`config.mk`:
```
export PLATFORM = sky130hd
export DESIGN_NAME = udl_key_ctrl
export DESIGN_NICKNAME = d
export VERILOG_FILES = /design/src/rtl/udl_key_ctrl.sv
export SDC_FILE = /design/constraint.sdc
export NUM_CORES = 1
export LEC_CHECK = 0
export CAP_MARGIN = 15
export CELL_PAD_IN_SITES_DETAIL_PLACEMENT = 1
export CELL_PAD_IN_SITES_GLOBAL_PLACEMENT = 2
export CORE_ASPECT_RATIO = 0.9
export CORE_UTILIZATION = 40
export CTS_CLUSTER_SIZE = 12
export DETAILED_ROUTE_END_ITERATION = 8
export DONT_BUFFER_PORTS = 1
export PLACE_DENSITY = 0.88
export SETUP_SLACK_MARGIN = 0.5
export SLEW_MARGIN = 25
export SYNTH_ARGS = -nofsm -noshare
export SYNTH_HDL_FRONTEND = slang
export SYNTH_SLANG_ARGS = --single-unit
```
`constraint.sdc`:
```
create_clock -name clk -period 2.82 [get_ports clk]
set_input_delay 0.423 -clock clk [delete_from_list [all_inputs] [get_ports clk]]
set_output_delay 0.423 -clock clk [all_outputs]
set_load 0.05 [all_outputs]
```
`src/rtl/udl_key_ctrl.sv`:
```
// udl_key_ctrl
//   Front end that turns three raw DE1-SoC pushbuttons into the one-cycle
//   control strobes of the up/down/loadable counter. Keys are synchronised,
//   debounced, and edge-detected. A held up/down key auto-repeats: the first
//   repeat comes RPT_DLY cycles after the first step, then one every RPT_PER.
//
// Ports
//   clk       in   system clock (only clock)
//   rst       in   synchronous active-high reset
//   key_up_n  in   raw up key, active-low, asynchronous
//   key_dn_n  in   raw down key, active-low, asynchronous
//   key_ld_n  in   raw load key, active-low, asynchronous
//   en        out  one-cycle strobe; the counter acts while it is high
//   d_nu      out  1 = count down (only with en)
//   pl        out  1 = parallel load (only with en)
//   key_dbn   out  debounced pressed levels {ld,dn,up}, active-high
//
// state    | meaning
// IDLE     | waiting for a fresh press
// HOLD_DLY | stepped once, timing the hold delay before repeating
// REPEAT   | auto-repeating every RPT_PER cycles
// WAIT_REL | load or conflicting press seen; wait until all keys released

module udl_key_ctrl #(
  parameter int DEB_CYC = 50000,
  parameter int RPT_DLY = 25000000,
  parameter int RPT_PER = 5000000
) (
  input  logic       clk,
  input  logic       rst,
  input  logic       key_up_n,
  input  logic       key_dn_n,
  input  logic       key_ld_n,
  output logic       en,
  output logic       d_nu,
  output logic       pl,
  output logic [2:0] key_dbn
);

  localparam int DW      = $clog2(DEB_CYC);
  localparam int RPT_MAX = (RPT_DLY > RPT_PER) ? RPT_DLY : RPT_PER;
  localparam int TW      = $clog2(RPT_MAX);

  localparam logic [DW-1:0] DEB_TC = DW'(DEB_CYC - 1);
  localparam logic [TW-1:0] DLY_TC = TW'(RPT_DLY - 1);
  localparam logic [TW-1:0] PER_TC = TW'(RPT_PER - 1);

  typedef enum logic [1:0] {IDLE, HOLD_DLY, REPEAT, WAIT_REL} state_t;

  logic [2:0]         sync1_q, sync2_q;
  logic [2:0]         lvl;
  logic [2:0][DW-1:0] deb_cnt_q, deb_cnt_d;
  logic [2:0]         dbn_q, dbn_d;
  logic [2:0]         dbn_prev_q;
  logic [2:0]         press;

  state_t             state_q, state_d;
  logic [TW-1:0]      timer_q, timer_d;
  logic               dir_q, dir_d;
  logic               en_q, en_d;
  logic               d_nu_q, d_nu_d;
  logic               pl_q, pl_d;

  logic               held, opp;
  logic [TW-1:0]      tc;

  // Bit order everywhere: 0 = up, 1 = down, 2 = load.
  assign lvl   = ~sync2_q;
  assign press = dbn_q & ~dbn_prev_q;

  always_comb begin
    for (int i = 0; i < 3; i++) begin
      dbn_d[i]     = dbn_q[i];
      deb_cnt_d[i] = '0;
      if (lvl[i] != dbn_q[i]) begin
        if (deb_cnt_q[i] == DEB_TC) begin
          dbn_d[i] = lvl[i];
        end else begin
          deb_cnt_d[i] = deb_cnt_q[i] + DW'(1);
        end
      end
    end
  end

  // dir_q: 0 = up, 1 = down. "held" is the latched key, "opp" the other one.
  assign held = dir_q ? dbn_q[1] : dbn_q[0];
  assign opp  = dir_q ? dbn_q[0] : dbn_q[1];
  assign tc   = (state_q == HOLD_DLY) ? DLY_TC : PER_TC;

  always_comb begin
    state_d = state_q;
    timer_d = timer_q;
    dir_d   = dir_q;
    en_d    = 1'b0;
    d_nu_d  = 1'b0;
    pl_d    = 1'b0;
    case (state_q)
      IDLE: begin
        timer_d = '0;
        if (press[2]) begin
          en_d    = 1'b1;
          pl_d    = 1'b1;
          state_d = WAIT_REL;
        end else if (press[0] && press[1]) begin
          state_d = WAIT_REL;
        end else if (press[0]) begin
          en_d    = 1'b1;
          dir_d   = 1'b0;
          state_d = HOLD_DLY;
        end else if (press[1]) begin
          en_d    = 1'b1;
          d_nu_d  = 1'b1;
          dir_d   = 1'b1;
          state_d = HOLD_DLY;
        end
      end
      HOLD_DLY, REPEAT: begin
        if (press[2]) begin
          en_d    = 1'b1;
          pl_d    = 1'b1;
          timer_d = '0;
          state_d = WAIT_REL;
        end else if (opp) begin
          timer_d = '0;
          state_d = WAIT_REL;
        end else if (!held) begin
          // Release beats a coincident terminal count.
          timer_d = '0;
          state_d = IDLE;
        end else if (timer_q == tc) begin
          en_d    = 1'b1;
          d_nu_d  = dir_q;
          timer_d = '0;
          state_d = REPEAT;
        end else begin
          timer_d = timer_q + TW'(1);
        end
      end
      WAIT_REL: begin
        timer_d = '0;
        if (dbn_q == 3'b000) state_d = IDLE;
      end
      default: begin
        timer_d = '0;
        state_d = IDLE;
      end
    endcase
  end

  always_ff @(posedge clk) begin
    if (rst) begin
      sync1_q    <= 3'b111;
      sync2_q    <= 3'b111;
      deb_cnt_q  <= '0;
      dbn_q      <= 3'b000;
      dbn_prev_q <= 3'b000;
      state_q    <= IDLE;
      timer_q    <= '0;
      dir_q      <= 1'b0;
      en_q       <= 1'b0;
      d_nu_q     <= 1'b0;
      pl_q       <= 1'b0;
    end else begin
      sync1_q    <= {key_ld_n, key_dn_n, key_up_n};
      sync2_q    <= sync1_q;
      deb_cnt_q  <= deb_cnt_d;
      dbn_q      <= dbn_d;
      dbn_prev_q <= dbn_q;
      state_q    <= state_d;
      timer_q    <= timer_d;
      dir_q      <= dir_d;
      en_q       <= en_d;
      d_nu_q     <= d_nu_d;
      pl_q       <= pl_d;
    end
  end

  assign en      = en_q;
  assign d_nu    = d_nu_q;
  assign pl      = pl_q;
  assign key_dbn = dbn_q;

endmodule

```
==> flow_metrics.env <==
export IMPL_status="complete, no violations"
export IMPL_first_pass_iters=4
export IMPL_drv_cap=0
export IMPL_cp_arrival_ns=2.47
export IMPL_synth_top_area_share_pct=45.1
export IMPL_insertion_delay_ns=0.37
export IMPL_cts_tree="built"
export IMPL_cp_top_family="compound AO/OA/AOI/OAI gates"
export IMPL_layout_common_cells="nor2_1, dfxtp_1, xnor2_1"
export IMPL_timing_final_crit_period_ns=2.21
export IMPL_ios=11
export IMPL_synthToLayoutAreaGrowth_pct=9.16
export IMPL_combPwrFrac_pct=2.1
export IMPL_place_congestion=0.776
export IMPL_worst_setup_path_type="flop to flop"
export IMPL_max_stage_delay_ns=0.51
export IMPL_ys_flop_type="dfxtp_1"
export IMPL_start_util_pct=41.5
export IMPL_ctsHoldBuffers=0
export IMPL_drive_gt1_share_pct=8.15
export IMPL_crit_slowest_cell="or4_1"
export IMPL_synth_nets=472
export IMPL_wirelength_um=8300
export IMPL_async_reset_ff_share_pct=0
export IMPL_crit_fanout=7
export IMPL_swShare_pct=23.8
export IMPL_p_clk_share_pct=37.3
export IMPL_layout_setup_ws_ns=0.610
export IMPL_dieWidth_um=108
export IMPL_tightest_slew_ns=0.685
export IMPL_drcViolationCount=0
export IMPL_via_per_inst=5.18
export IMPL_synth_seq_cells=91
export IMPL_worstHoldPathType="input pin to flop"
export IMPL_synthTopCellsByArea="dfxtp_1, nor2_1, xnor2_1, xor2_1, nand3_1"
export IMPL_synth_cell_area_um2=4040
export IMPL_cts_buffer_depth=2
export IMPL_coreArea_um2=9740
export IMPL_die_h_um=97.4
export IMPL_cts_buffers=9
export IMPL_fill_cells=1156
export IMPL_finalHoldViolations=0
export IMPL_layout_worst_path_cycle_share_pct=78.4
export IMPL_cp_end_kind="flop"
export IMPL_synth_edf_count=0
export IMPL_h_tree_depth=3
export IMPL_grt_usage_pct=17.4
export IMPL_io_buffers=0
export IMPL_p_sw_mw=0.510
export IMPL_powerDensity_nw_per_um2=486
export IMPL_wl_per_cell_um=14.0
export IMPL_yosysTopAreaCell="dfxtp_1"
export IMPL_avgSynthCellArea_um2=8.87
export IMPL_std_cell_rows=34
export IMPL_clkSlewWorstSetupHoldPaths_ns=0.09
export IMPL_grt_overflow=0
export IMPL_synth_seq_area_share_pct=45.1
export IMPL_max_slew_margin_pct=54.2
export IMPL_grt_pass1_vias=3160
export IMPL_place_ws_ns=0.316
export IMPL_p_seq_share_pct=60.6
export IMPL_final_antenna_net_count=0
export IMPL_finalNetCount=477
export IMPL_num_vias=3065
export IMPL_drt_initial_drc_count=63
export IMPL_finalSetupViolations=0
export IMPL_synth_warnings=0
export IMPL_grt_max_degree=24
export IMPL_fin_skew_ns=0.00716
export IMPL_ys_types=46
export IMPL_final_common_cell="nor2_1"
export IMPL_grt_first_pass_wirelength_um=14600
export IMPL_drv_slew=0
export IMPL_peakVddDrop_mv=0.259
export IMPL_leakage_nw=1.36
export IMPL_cp_start_kind="flop"
export IMPL_die_area_um2=10500
export IMPL_antenna_cells=0
export IMPL_final_util_pct=45.3
export IMPL_antenna_found_initial=0
export IMPL_max_clock_freq_mhz=453
export IMPL_path_buf_inv=1
export IMPL_path_cells="ha_4 -> or4_1 -> o22a_1 -> a2111oi_4 -> buf_4 -> o21ai_1 -> mux2_2"
export IMPL_rsz0062_at_grt="no"
export IMPL_p_int_mw=1.63
export IMPL_required_ns=3.08
export IMPL_dpl_hpwl_um=5620
export IMPL_clock_sinks=91
export IMPL_tns_ns=0
export IMPL_syn_inst=456
export IMPL_cts_root_buf="clkbuf_8"
## registers in the layout, summed over array words and instances, names as in the netlist
name        flops
d_nu            1
dbn_prev_q      3
deb_cnt_q      48
dir_q           1
en              1
key_dbn         3
pl              1
state_q         2
sync1_q         3
sync2_q         3
timer_q        25
## what timing repair did
item	in CTS	in global routing
resized for setup	2	7
pin swaps	0	2
endpoints found under the setup margin	25	44
gates cloned	1	1
buffers inserted	0	2
## logic make-up (layout without fill, tap and decap cells)
group | count (synthesis) | in the layout | synth area share [%]
and+or+nand+nor | 240 | 242 | 29.4
DFF | 91 | 91 | 45.1
xor gates and xnor gates | 68 | 68 | 14.7
buffers and inverters | 26 | 34 | 3.16
AOI/OAI and AO/OA | 18 | 18 | 3.68
adders and majority gates | 11 | 11 | 3.40
muxes | 2 | 2 | 0.526
## per-layer routing
layer	routed length (um)	vias up	global-route usage (%)	part of all wire, %
li1	-	1550	-	-
met1	4110	1475	22.7	50
met3	232	13	4.90	2.8
met2	3810	27	27.5	46
met4	138	0	6.01	1.7
met5	0	-	0	0
## worst reg2reg max path, cell delays in order, from the launching register on
cell       delay (ns)
dfxtp_1          0.38
ha_4             0.19
or4_1            0.51
o22a_1           0.20
a2111oi_4        0.26
buf_4            0.20
o21ai_1          0.08
mux2_2           0.28
## per-stage QoR
stage	hold WS, ns	cells	cell area, um^2	power [mW]
5_1_grt	0.0896	592	4410	2.24
6_report	0.118	592	4410	2.14
4_1_cts	0.0900	589	4350	2.18
2_1_floorplan	0.389	456	4040	1.37
3_5_place_dp	0.396	572	4140	1.37
3_3_place_gp	0.393	572	4140	1.37
## cells in the mapped netlist, types with 5 or more instances
library cell	instances
nor2_1	100
dfxtp_1	91
xnor2_1	36
nand3_1	33
xor2_1	32
nand2_1	22
inv_1	13
nand4_1	13
nor3_1	13
ha_1	11
and3_1	10
nor4_1	8
nor2b_1	6
or2_2	6
a21oi_1	5
buf_2	5
or3_1	5
## power groups by stage
stage	Combinational [mW]	Clock, mW	Sequential [mW]
finish	0.0460	0.799	1.30
global route	0.0521	0.886	1.30
CTS	0.0434	0.839	1.30
detailed placement	0.0432	0	1.33
global placement	0.0427	0	1.33
floorplan	0.0398	0	1.33
## cell type report
class / instances / area [um^2] / area share [%]
tap: 126 / 158 / 3.57
inverter: 13 / 48.8 / 1.11
clock inverter: 7 / 52.6 / 1.19
multi-input combinational: 341 / 2170 / 49.2
timing repair buffer: 5 / 37.5 / 0.851
sequential: 91 / 1820 / 41.3
clock buffer: 9 / 124 / 2.81
## path summary, 6_finish.rpt
check                               start                       end  slack, ns  depth (start not counted)
setup / recovery  state_q[0]$_SDFFE_PP0P_   state_q[1]$_SDFFE_PP0P_       0.61                          7
hold / removal                        rst  dbn_prev_q[1]$_SDFF_PP0_       0.12                          1
setup reg to reg  state_q[0]$_SDFFE_PP0P_   state_q[1]$_SDFFE_PP0P_       0.61                          7
hold reg to reg     sync1_q[0]$_SDFF_PP1_     sync2_q[0]$_SDFF_PP1_       0.42                          1
Power figures use the tool's default switching activity.
